$ cat config.mk
export PLATFORM = sky130hd
export DESIGN_NAME = decode_issue_controller_flat
export DESIGN_NICKNAME = d
export VERILOG_FILES = /design/src/rtl/decode_ctrl_pkg.sv /design/src/rtl/decode_issue_controller_if.sv /design/src/rtl/load_scoreboard.sv /design/src/rtl/decode_issue_controller.sv /design/src/flat_wrapper.sv
export SDC_FILE = /design/constraint.sdc
export NUM_CORES = 1
export LEC_CHECK = 0
export ABC_AREA = 1
export BUFFER_PORTS_ARGS = -buffer_cell sky130_fd_sc_hd__clkbuf_2
export CORE_MARGIN = 3
export CORE_UTILIZATION = 50
export DETAILED_ROUTE_END_ITERATION = 7
export PLACE_DENSITY = 0.75
export SYNTH_ARGS = -nofsm -noshare
export SYNTH_HDL_FRONTEND = slang
export SYNTH_SLANG_ARGS = --single-unit
$ cat constraint.sdc
create_clock -name clk -period 3.6 [get_ports clk]
set_input_delay 0.36 -clock clk [delete_from_list [all_inputs] [get_ports clk]]
set_output_delay 0.36 -clock clk [all_outputs]
set_load 0.02 [all_outputs]
$ cat src/rtl/decode_ctrl_pkg.sv
// Shared types and constants for the decode-stage issue controller.
// Control-word offsets let a parent slice the raw decoder word into fields.
package decode_ctrl_pkg;

    typedef enum logic [1:0] {
        RUN   = 2'd0,
        STALL = 2'd1,
        FLUSH = 2'd2
    } dec_ctrl_state_t;

    localparam int REG_ADDR_W = 5;

    localparam int CW_D_ADDR_MSB = 25;
    localparam int CW_D_ADDR_LSB = 21;
    localparam int CW_B_SEL_MSB  = 20;
    localparam int CW_B_SEL_LSB  = 16;
    localparam int CW_A_SEL_MSB  = 15;
    localparam int CW_A_SEL_LSB  = 11;
    localparam int CW_LOAD_BIT   = 4;

endpackage

$ cat src/rtl/decode_issue_controller_if.sv
// Decoder-to-controller handshake: decoded operand fields plus valid/ready.
interface decode_issue_controller_if;
    import decode_ctrl_pkg::*;

    logic                  dec_valid;
    logic                  dec_ready;
    logic [REG_ADDR_W-1:0] dec_d_addr;
    logic [REG_ADDR_W-1:0] dec_a_sel;
    logic [REG_ADDR_W-1:0] dec_b_sel;
    logic                  dec_uses_b;
    logic                  dec_load;

    modport master (
        output dec_valid, dec_d_addr, dec_a_sel, dec_b_sel, dec_uses_b, dec_load,
        input  dec_ready
    );

    modport slave (
        input  dec_valid, dec_d_addr, dec_a_sel, dec_b_sel, dec_uses_b, dec_load,
        output dec_ready
    );
endinterface

$ cat src/rtl/load_scoreboard.sv
// Per-register pending-load bits with same-cycle writeback bypass,
// plus the outstanding-load counter and its full flag.
module load_scoreboard
    import decode_ctrl_pkg::*;
#(
    parameter int REG_COUNT = 32,
    parameter int MAX_LOADS = 4
) (
    input  logic                  clk,
    input  logic                  reset,
    input  logic                  load_issue,
    input  logic [REG_ADDR_W-1:0] set_addr,
    input  logic                  wb_valid,
    input  logic                  wb_load,
    input  logic [REG_ADDR_W-1:0] wb_addr,
    output logic [REG_COUNT-1:0]  pending_o,
    output logic [REG_COUNT-1:0]  pending_eff_o,
    output logic [3:0]            load_cnt_o,
    output logic                  full_o
);

    logic [REG_COUNT-1:0] pending_q, pending_d;
    logic [REG_COUNT-1:0] set_vec, clr_vec;
    logic [3:0]           load_cnt_q, load_cnt_d;
    logic                 wb_ld;

    assign wb_ld = wb_valid & wb_load;

    // NOTE: every variable gets a default at the top of always_comb so no path leaves it unassigned (no latch).
    always_comb begin
        set_vec    = '0;
        clr_vec    = '0;
        load_cnt_d = load_cnt_q;
        if (wb_ld && wb_addr != '0)
            clr_vec[wb_addr] = 1'b1;
        if (load_issue && set_addr != '0)
            set_vec[set_addr] = 1'b1;
        // Set is ORed after the clear, so a new load to the same register wins.
        pending_eff_o = pending_q & ~clr_vec;
        pending_d     = pending_eff_o | set_vec;
        if (load_issue && !wb_ld)
            load_cnt_d = load_cnt_q + 4'd1;
        else if (!load_issue && wb_ld && load_cnt_q != 4'd0)
            load_cnt_d = load_cnt_q - 4'd1;
    end

    // NOTE: sequential state uses non-blocking assignments so all flops update together at the edge.
    always_ff @(posedge clk) begin
        if (reset) begin
            pending_q  <= '0;
            load_cnt_q <= '0;
        end else begin
            pending_q  <= pending_d;
            load_cnt_q <= load_cnt_d;
        end
    end

    assign pending_o  = pending_q;
    assign load_cnt_o = load_cnt_q;
    // A load writeback this cycle frees a slot, so the counter is not full for this cycle's issue.
    assign full_o     = (load_cnt_q == 4'(MAX_LOADS)) & ~wb_ld;

endmodule

$ cat src/rtl/decode_issue_controller.sv
// Decode-stage sequencer: load-use hazard and load-limit stalls, redirect
// flush window, and same-cycle issue of hazard-free instructions.
module decode_issue_controller
    import decode_ctrl_pkg::*;
#(
    parameter int REG_COUNT    = 32,
    parameter int MAX_LOADS    = 4,
    parameter int FLUSH_CYCLES = 2
) (
    input  logic                       clk,
    input  logic                       reset,
    decode_issue_controller_if.slave   dec,
    input  logic                       ex_ready,
    output logic                       issue_valid,
    input  logic                       redirect_valid,
    input  logic                       wb_valid,
    input  logic                       wb_load,
    input  logic [REG_ADDR_W-1:0]      wb_addr,
    output logic                       stall_o,
    output logic                       flush_o,
    output logic [REG_COUNT-1:0]       pending_o,
    output logic [3:0]                 load_cnt_o
);

    dec_ctrl_state_t      state_q, state_d;
    logic [2:0]           flush_cnt_q, flush_cnt_d;
    logic [REG_COUNT-1:0] pending_eff;
    logic                 full;
    logic                 haz, lim, in_flush;

    load_scoreboard #(
        .REG_COUNT (REG_COUNT),
        .MAX_LOADS (MAX_LOADS)
    ) u_scoreboard (
        .clk           (clk),
        .reset         (reset),
        .load_issue    (issue_valid & dec.dec_load),
        .set_addr      (dec.dec_d_addr),
        .wb_valid      (wb_valid),
        .wb_load       (wb_load),
        .wb_addr       (wb_addr),
        .pending_o     (pending_o),
        .pending_eff_o (pending_eff),
        .load_cnt_o    (load_cnt_o),
        .full_o        (full)
    );

    assign in_flush = (state_q == FLUSH);
    assign haz      = pending_eff[dec.dec_a_sel] | (dec.dec_uses_b & pending_eff[dec.dec_b_sel]);
    assign lim      = dec.dec_load & full;

    assign issue_valid   = dec.dec_valid & ex_ready & ~haz & ~lim & ~in_flush
                         & ~redirect_valid & ~reset;
    assign dec.dec_ready = issue_valid;
    assign stall_o       = dec.dec_valid & ~issue_valid & ~in_flush & ~reset;
    assign flush_o       = in_flush;

    always_comb begin
        state_d     = state_q;
        flush_cnt_d = flush_cnt_q;
        if (redirect_valid) begin
            state_d     = FLUSH;
            flush_cnt_d = 3'(FLUSH_CYCLES);
        end else begin
            unique case (state_q)
                RUN:   if (stall_o) state_d = STALL;
                STALL: if (issue_valid || !dec.dec_valid) state_d = RUN;
                FLUSH: begin
                    if (flush_cnt_q <= 3'd1) begin
                        state_d     = RUN;
                        flush_cnt_d = 3'd0;
                    end else begin
                        flush_cnt_d = flush_cnt_q - 3'd1;
                    end
                end
                default: state_d = RUN;
            endcase
        end
    end

    always_ff @(posedge clk) begin
        if (reset) begin
            state_q     <= RUN;
            flush_cnt_q <= '0;
        end else begin
            state_q     <= state_d;
            flush_cnt_q <= flush_cnt_d;
        end
    end

endmodule

$ cat src/flat_wrapper.sv
// flat-port wrapper written by rule: the top's interface ports become plain ports
module decode_issue_controller_flat import decode_ctrl_pkg::*;
#(
    parameter int REG_COUNT    = 32,
    parameter int MAX_LOADS    = 4,
    parameter int FLUSH_CYCLES = 2
)
  (clk, reset, ex_ready, issue_valid, redirect_valid, wb_valid, wb_load, wb_addr, stall_o, flush_o, pending_o, load_cnt_o, dec_dec_valid, dec_dec_d_addr, dec_dec_a_sel, dec_dec_b_sel, dec_dec_uses_b, dec_dec_load, dec_dec_ready);
  decode_issue_controller_if dec_i ();
  input  logic clk;
  input  logic reset;
  input  logic ex_ready;
  output logic issue_valid;
  input  logic redirect_valid;
  input  logic wb_valid;
  input  logic wb_load;
  input  logic [REG_ADDR_W-1:0] wb_addr;
  output logic stall_o;
  output logic flush_o;
  output logic [REG_COUNT-1:0] pending_o;
  output logic [3:0] load_cnt_o;
  input wire logic [$bits(dec_i.dec_valid)-1:0] dec_dec_valid;
  input wire logic [$bits(dec_i.dec_d_addr)-1:0] dec_dec_d_addr;
  input wire logic [$bits(dec_i.dec_a_sel)-1:0] dec_dec_a_sel;
  input wire logic [$bits(dec_i.dec_b_sel)-1:0] dec_dec_b_sel;
  input wire logic [$bits(dec_i.dec_uses_b)-1:0] dec_dec_uses_b;
  input wire logic [$bits(dec_i.dec_load)-1:0] dec_dec_load;
  output wire logic [$bits(dec_i.dec_ready)-1:0] dec_dec_ready;
  assign dec_i.dec_valid = dec_dec_valid;
  assign dec_i.dec_d_addr = dec_dec_d_addr;
  assign dec_i.dec_a_sel = dec_dec_a_sel;
  assign dec_i.dec_b_sel = dec_dec_b_sel;
  assign dec_i.dec_uses_b = dec_dec_uses_b;
  assign dec_i.dec_load = dec_dec_load;
  assign dec_dec_ready = dec_i.dec_ready;
  decode_issue_controller #(.REG_COUNT(REG_COUNT), .MAX_LOADS(MAX_LOADS), .FLUSH_CYCLES(FLUSH_CYCLES)) u_core (.clk(clk), .reset(reset), .dec(dec_i), .ex_ready(ex_ready), .issue_valid(issue_valid), .redirect_valid(redirect_valid), .wb_valid(wb_valid), .wb_load(wb_load), .wb_addr(wb_addr), .stall_o(stall_o), .flush_o(flush_o), .pending_o(pending_o), .load_cnt_o(load_cnt_o));
endmodule
* After elaboration in Yosys (flattened, before gate mapping)
Cells that the tools add are included.
** Word-level totals
- Flip-flop bits (word level) :: 41
- Output and inout bits :: 40
- Word-level logic and storage cells :: 90
** Cells by class
- Add/subtract/negate cells :: 3
- $lt $le $gt $ge :: 7
- Equality and inequality tests :: 9
- Muxes and demuxes :: 20
- Bitwise logic cells :: 25
- Reduce and logical (&&, ||, !) cells :: 20
** Operators with widths (number)
- two-way mux 32 bit :: 2
- AND 32 bit :: 1
- inverter 32 bit :: 1
- bitwise OR 32 bit :: 1
- < comparator 5 x 6 -> 1 bit (second input constant) :: 4
- AND 1 bit :: 14
- two-way mux 2 bit :: 6
- binary-select mux 1 bit (select 5 bit) :: 2
- demux 1 bit (select 5 bit) :: 2
- greater-or-equal comparator 5 x 1 -> 1 bit (second input constant) :: 2
- nonzero test 5 bit :: 2
- two-way mux 4 bit :: 2
- logical AND 1 bit :: 7
- inverter 1 bit :: 7
- != test 3 bit (second input constant) :: 2
- one-hot mux 2 bit (3 select lines) :: 1
- AND reduction 3 bit :: 2
- adder 4 x 1 -> 4 bit (second input constant) :: 1
- equality test 4 x 3 -> 1 bit (second input constant) :: 1
- two-way mux 1 bit :: 4
- != test 2 bit (second input constant) :: 2
- nonzero test 2 bit :: 2
- nonzero test 4 bit :: 1
- subtractor 4 x 1 -> 4 bit (second input constant) :: 1
- 12 further kinds :: 14

* Depth between registers and ports, before layout
- Depth in word-level cells :: 24
- Gate-level depth with buffers :: 26
- Gate-level depth less buffers :: 26

* Cells and area by module
A second synthesis with hierarchy kept.
** Unflattened totals
- Cell total of the unflattened synthesis :: 515
- Area total of the unflattened synthesis :: 3007.9 µm²
** Modules (own cells, without submodules)
- load_scoreboard :: instances 1, cells each 304, area each 1970.6 µm²
- decode_issue_controller :: instances 1, cells each 211, area each 1037.2 µm²

* Worst setup path after synthesis
OpenSTA, ideal clock, no wires.
- Kind :: in2reg
- Start point :: input port wb_valid
- End point :: register u_core.u_scoreboard.load_cnt_q[3], in the netlist u_core.u_scoreboard.load_cnt_o[3]
- Library setup time :: 113 ps
- Data arrival time :: 2710 ps
- Data required time :: 3487 ps
- Path slack :: 777 ps
- Cell stages on the path :: 23
- Path buffers :: 1
- Path through :: nand2_2 > inv_1 > buf_2 > nand3_1 > nand2_1 > nand2_1 > a21oi_1 > nand2_1 > nand3_1 > nand2_1 > nand2_1 > nand2_2 > nor2_4 > nand4_1 > ha_1 > nand2_1 > nand2_1 > a31oi_1 > nand4_1 > nand3_1 > nand2_1 > nand2_1 > nor2_1
** On the way
- Longest elaborated chain between the ends :: 20
** Ends and longest elaborated chain
- start, declared :: line flat_wrapper.sv:15 : input logic wb_valid;
- AND 1 bit (*) :: line load_scoreboard.sv:27 : assign wb_ld = wb_valid & wb_load;
- logical AND 1 bit :: line load_scoreboard.sv:34 : if (wb_ld && wb_addr != '0)
- two-way mux 32 bit :: line load_scoreboard.sv:34
- inverter 32 bit :: line load_scoreboard.sv:39 : pending_eff_o = pending_q & ~clr_vec;
- AND 32 bit :: line load_scoreboard.sv:39
- binary-select mux 1 bit (select 5 bit) :: line decode_issue_controller.sv:49 : assign haz = pending_eff[dec.dec_a_sel] | (dec.dec_uses_b & pending_eff[dec.dec_b_sel]);
- two-way mux 1 bit (not written as such) :: line decode_issue_controller.sv:49
- AND 1 bit :: line decode_issue_controller.sv:49
- bitwise OR 1 bit :: line decode_issue_controller.sv:49
- inverter 1 bit :: line decode_issue_controller.sv:52 : assign issue_valid = dec.dec_valid & ex_ready & ~haz & ~lim & ~in_flush
- AND 1 bit (3 in a row) :: line decode_issue_controller.sv:52
- AND 1 bit (2 in a row) :: line decode_issue_controller.sv:53 : & ~redirect_valid & ~reset;
- AND 1 bit :: line decode_issue_controller.sv:37 : .load_issue (issue_valid & dec.dec_load),
- zero test 1 bit :: line load_scoreboard.sv:43 : else if (!load_issue && wb_ld && load_cnt_q != 4'd0)
- logical AND 1 bit (2 in a row) :: line load_scoreboard.sv:43
- nonzero test 2 bit (no source line)
- end signal, assigned :: line load_scoreboard.sv:54 : load_cnt_q <= load_cnt_d;
- end, declared :: line load_scoreboard.sv:24 : logic [3:0] load_cnt_q, load_cnt_d;
Every way passes the cells marked *; elsewhere a longest branch is shown, timed or not. The select of a mux whose other input is x is not followed.
A chain may end at the register's enable or synchronous reset.

* Worst setup path in the final report
- Start point :: input port wb_addr[4]
- End point :: register u_core.u_scoreboard.load_cnt_q[3], in the netlist u_core.u_scoreboard.load_cnt_o[3]
** On the way
- Longest elaborated chain between the ends :: 22
** Ends and longest elaborated chain
- start, declared :: line flat_wrapper.sv:17 : input logic [REG_ADDR_W-1:0] wb_addr;
- < comparator 5 x 6 -> 1 bit (not written as such) / greater-or-equal comparator 5 x 1 -> 1 bit (equally long branches) :: line load_scoreboard.sv:35 : clr_vec[wb_addr] = 1'b1;
- logical AND 1 bit (not written as such) :: line load_scoreboard.sv:35
- two-way mux 1 bit (not written as such) :: line load_scoreboard.sv:35
- demux 1 bit (select 5 bit) :: line load_scoreboard.sv:35
- two-way mux 32 bit (*) :: line load_scoreboard.sv:34
- inverter 32 bit (*) :: line load_scoreboard.sv:39
- AND 32 bit (*) :: line load_scoreboard.sv:39
- binary-select mux 1 bit (select 5 bit) :: line decode_issue_controller.sv:49
- (+2 left out)
- bitwise OR 1 bit (*) :: line decode_issue_controller.sv:49
- inverter 1 bit (*) :: line decode_issue_controller.sv:52
- AND 1 bit (*) (3 in a row) :: line decode_issue_controller.sv:52
- AND 1 bit (*) (2 in a row) :: line decode_issue_controller.sv:53
- AND 1 bit (*) :: line decode_issue_controller.sv:37
- zero test 1 bit :: line load_scoreboard.sv:43
- logical AND 1 bit (2 in a row) :: line load_scoreboard.sv:43
- nonzero test 2 bit (no source line)
Marked as above.

==> results_tabular.tex <==
\begin{tabular}{lr}
\hline
Metric & Value \\
\hline
\multicolumn{2}{l}{\textbf{Floorplan}} \\
\quad Die span in x & between 80 and 90 µm \\
\quad Number of ports placed on the die boundary & between 60 and 70 \\
\quad Y dimension of the die & approximately 83 µm \\
\quad Initial core utilization & a little over half \\
\quad Area enclosed by the die boundary & just under 0.007 mm² \\
\quad Row cnt & 27 \\
\quad Core ar. & 0.00564 mm² \\
\multicolumn{2}{l}{\textbf{CTS}} \\
\quad Level count of the clock H-tree & 2 \\
\quad Number of gates resized after cts & 0 \\
\quad Post-CTS setup buffer count & 0 \\
\quad Number of buffers on the longest clock path & 2 \\
\quad CTS hold repair buffers & 0 \\
\quad Num CTS Buffers & 5 \\
\quad TritonCTS clock tree & done \\
\quad Clock transition at the registers of the reported paths & roughly 90 ps \\
\quad Clock root cell & clkbuf\_8 \\
\quad Clock latency on the worst-skew pair & approximately 300 ps \\
\quad Total clock sinks & 41 \\
\multicolumn{2}{l}{\textbf{Final layout}} \\
\quad Antenna cell count & 0 \\
\quad Number of non-filler instances in the completed layout & between 600 and 700 \\
\quad Share of post-route cells with drive strength above 1 & between 10\% and 20\% \\
\quad Final-stage net count & 596 \\
\quad Number of filler instances in the final layout & 592 \\
\quad Layout overhead on the synthesized area & 15.7\% \\
\multicolumn{2}{l}{\textbf{GRT}} \\
\quad Number of global-route vias before repair & 3,368 \\
\quad Wire length of the first global-routing pass & 16,900 µm \\
\quad Maximum number of pins on one net before global-route repair & 36 \\
\quad Number of antenna violations at the first check in global routing & 0 \\
\quad Total congestion overflow & 0 \\
\quad Global-route usage over all layers & 29.7\% \\
\multicolumn{2}{l}{\textbf{Setup path}} \\
\quad Crit Path Class & input port to flop \\
\quad Reg-to-reg critical path startpoint & u\_core.u\_scoreboard.pending\_o[0] \\
\quad Last element of the critical path & u\_core.u\_scoreboard.load\_cnt\_o[3] \\
\quad Slowest cell on the critical path & ha\_1 \\
\quad Data arrival time of the worst path & between 3000 and 4000 ps \\
\quad Launching element of the worst setup path & wb\_addr[4] \\
\quad Largest driver fanout on the critical path & 7 \\
\quad Chain of cells forming the critical path & clkbuf\_2 -> nor2\_2 -> nand2\_1 -> nor2\_1 -> nand3\_1 -> nand2\_1 -> nand2\_1 -> a21oi\_1 -> nand2\_1 -> nand3\_1 -> nand2\_1 -> nand2\_1 -> nand2\_2 -> nor2\_4 -> nand4\_1 -> ha\_1 -> nand2\_1 -> nand2\_1 -> a31oi\_1 -> nand4\_1 -> nand3\_1 -> nand2\_1 -> nand2\_1 -> nor2\_1 \\
\quad Kind of capture point of the worst setup path & flop \\
\quad Destination of the worst register-to-register timing path & u\_core.u\_scoreboard.load\_cnt\_o[3] \\
\quad Path depth of the worst reg2reg path & 19 \\
\quad Maximum single-stage delay on the critical path & $\sim$420 ps \\
\quad Most common cell type on the critical path & nand2\_1 \\
\quad R2R Setup Slk & roughly 870 ps \\
\quad Startpoint type of the worst setup path & input port \\
\quad Critical path required time & $\sim$3800 ps \\
\multicolumn{2}{l}{\textbf{Synth}} \\
\quad Synthesized instance count & 500 \\
\quad Mean area per synthesized cell & 5.94 µm² \\
\quad Number of flip-flops and latches in the synthesized netlist & between 40 and 50 \\
\quad Net count after synthesis & roughly 530 \\
\quad Synth warn & 0 \\
\quad Seq/Total Area, Yosys & around 28\% \\
\quad Cell Area, Synth & between 0.002 and 0.003 mm² \\
\quad Post-synth cell types & 34 \\
\multicolumn{2}{l}{\textbf{Placed design}} \\
\quad RD Place Congestion & 1.04 \\
\quad Detailed-placement wirelength estimate & 7710 µm \\
\quad Port Buffers & 68 \\
\quad Total placed cells including tap cells & roughly 630 \\
\multicolumn{2}{l}{\textbf{Routing}} \\
\quad Remaining antenna violation count & 0 \\
\quad Final wirelength & 10,300 µm \\
\quad Initial DRC count & between 300 and 400 \\
\quad Initial DRT Pass Iterations & 5 \\
\quad Residual DRC & 0 \\
\quad Total number of vias & 3,666 \\
\quad DR WL/cell & 16.2 µm \\
\quad Routed vias/inst & slightly below 6 \\
\multicolumn{2}{l}{\textbf{Power}} \\
\quad Peak VDD IR & around 0.00025 V \\
\quad Static leakage power & 1.55 nW \\
\quad Switching component of the power & around 0.34 mW \\
\quad Pwr per Cell Area & slightly below 300 mW/mm² \\
\quad P\_int & 0.662 mW \\
\quad Clock share of power & 31.8\% \\
\quad Combinational power share & 21.3\% \\
\quad Flop pwr share & 46.9\% \\
\quad Switching share of total power & about 34\% \\
\multicolumn{2}{l}{\textbf{Hold path}} \\
\quad Worst min path class & input port to flop \\
\multicolumn{2}{l}{\textbf{Timing}} \\
\quad Share of the cycle needed by the critical path after routing & around 90\% \\
\quad Clock tree skew after final layout & 9.36 ps \\
\quad Max-Slew Margin vs Limit & around three fifths \\
\quad Actual slew at the worst max-slew pin & just over 600 ps \\
\quad Max Clock Freq & about 320 MHz \\
\quad Number of hold violations in the final report & 0 \\
\quad Setup-violating endpoint count in the final report & 0 \\
\quad Number of pins with negative max-slew slack in the final report & 0 \\
\quad Unrepaired setup endpoints after global routing & no \\
\quad Setup TNS after final layout & 0 ps \\
\quad Min Clock Period, post-route & roughly 3200 ps \\
\multicolumn{2}{l}{\textbf{Outcome}} \\
\quad Status & completed \\
\multicolumn{2}{l}{\textbf{Flow run}} \\
\quad Max-capacitance violation count & 0 \\
\hline
\end{tabular}
## area by class of cell
class	instances	area, µm²	area share [%]
clock inverters	3	22.5	0.655
well taps	72	90.1	2.62
repair buffers	75	393	11.4
flip-flops and latches	41	821	23.9
clock buffers	5	68.8	2.00
inverters	44	165	4.81
multi-input cells	395	1880	54.6
## worst max-delay path, delay by kind of cell
kind                     cells  cell delay, ps
AO/OA/AOI/OAI                2             410
adder cells (fa/ha/maj)      1             420
buffers and inverters        1             140
AND/OR/NAND/NOR             20            2030
## cells by family after synthesis
family | count (synthesis) | share of synthesized area, %
compound gates | 61 | 11.0
xor+xnor | 1 | 0.295
fa+ha+maj | 5 | 2.36
buf+inv | 64 | 9.27
flops | 41 | 27.6
simple gates | 328 | 49.4
## metrics by stage
stage	utilization, %	hold slack [ps]	setup slack, ps	instance area, µm²	total power, mW
after floorplan	-	461	777	2970	0.612
after global placement	59.3	473	234	3340	0.683
after detailed placement	59.3	482	107	3340	0.686
after CTS	60.9	303	421	3430	0.998
after global routing	60.9	333	73.6	3440	1.05
final	60.9	310	442	3440	1.00
## synth_stat cells, drive strengths merged
cell type | number | area share (%)
clkinv | 1 | 0.13
nor3 | 1 | 0.17
fa | 1 | 0.67
a41oi | 1 | 0.29
nand3 | 114 | 20
or2 | 2 | 0.42
clkbuf | 5 | 0.63
a21oi | 48 | 8.2
nor2 | 65 | 8.6
o2111a | 1 | 0.38
o21ai | 7 | 1.2
dfxtp | 41 | 28
a21boi | 1 | 0.25
a31oi | 1 | 0.21
inv | 43 | 5.4
buf | 15 | 3.1
ha | 4 | 1.7
nor4 | 1 | 0.21
nand2 | 133 | 17
nand3b | 1 | 0.25
nand4 | 11 | 2.5
xnor2 | 1 | 0.29
o21a | 2 | 0.51
## metal layers
layer | vias to the layer above | track usage (%) | wire, µm | part of all wire [%]
met5 | - | 0 | 0 | 0
met2 | 211 | 46.6 | 4460 | 43
met1 | 1649 | 41.1 | 4420 | 43
met3 | 18 | 6.35 | 1240 | 12
li1 | 1788 | - | - | -
met4 | 0 | 7.88 | 153 | 1.5
## registers in the layout, summed over array words and instances (netlist names)
| signal | cells |
|---|---|
| u_core.state_q | 2 |
| u_core.flush_cnt_q | 3 |
| u_core.u_scoreboard.load_cnt_o | 4 |
| u_core.u_scoreboard.pending_o | 32 |
## cell usage in the layout (no fill, tap or decap), drive strengths merged, types with 2 or more instances in the layout
cell type and n:
a21oi 48, buf 7, clkbuf 73, clkinv 4
dfxtp 41, ha 4, inv 43, nand2 133
nand3 114, nand4 11, nor2 65, o21a 2
o21ai 7, or2 2
## how the worst min path moves through the flow
stage	start	slack, ps	to	depth (start not counted)
finish	redirect_valid	310	u_core.state_q[1]	3
global route	redirect_valid	330	u_core.state_q[1]	3
CTS	redirect_valid	300	u_core.state_q[1]	3
global placement	u_core.flush_cnt_q[2]	470	u_core.flush_cnt_q[2]	2
floorplan	u_core.flush_cnt_q[2]	460	u_core.flush_cnt_q[2]	2
detailed placement	u_core.flush_cnt_q[2]	480	u_core.flush_cnt_q[2]	2
## power by group through the flow
stage	logic (mW)	clock network (mW)	registers, mW
2_1_floorplan	0.128	0	0.484
3_3_place_gp	0.204	0	0.479
3_5_place_dp	0.207	0	0.479
4_1_cts	0.208	0.322	0.469
5_1_grt	0.236	0.339	0.470
6_report	0.213	0.318	0.469
Note: power is estimated with default switching activity, not from simulation.
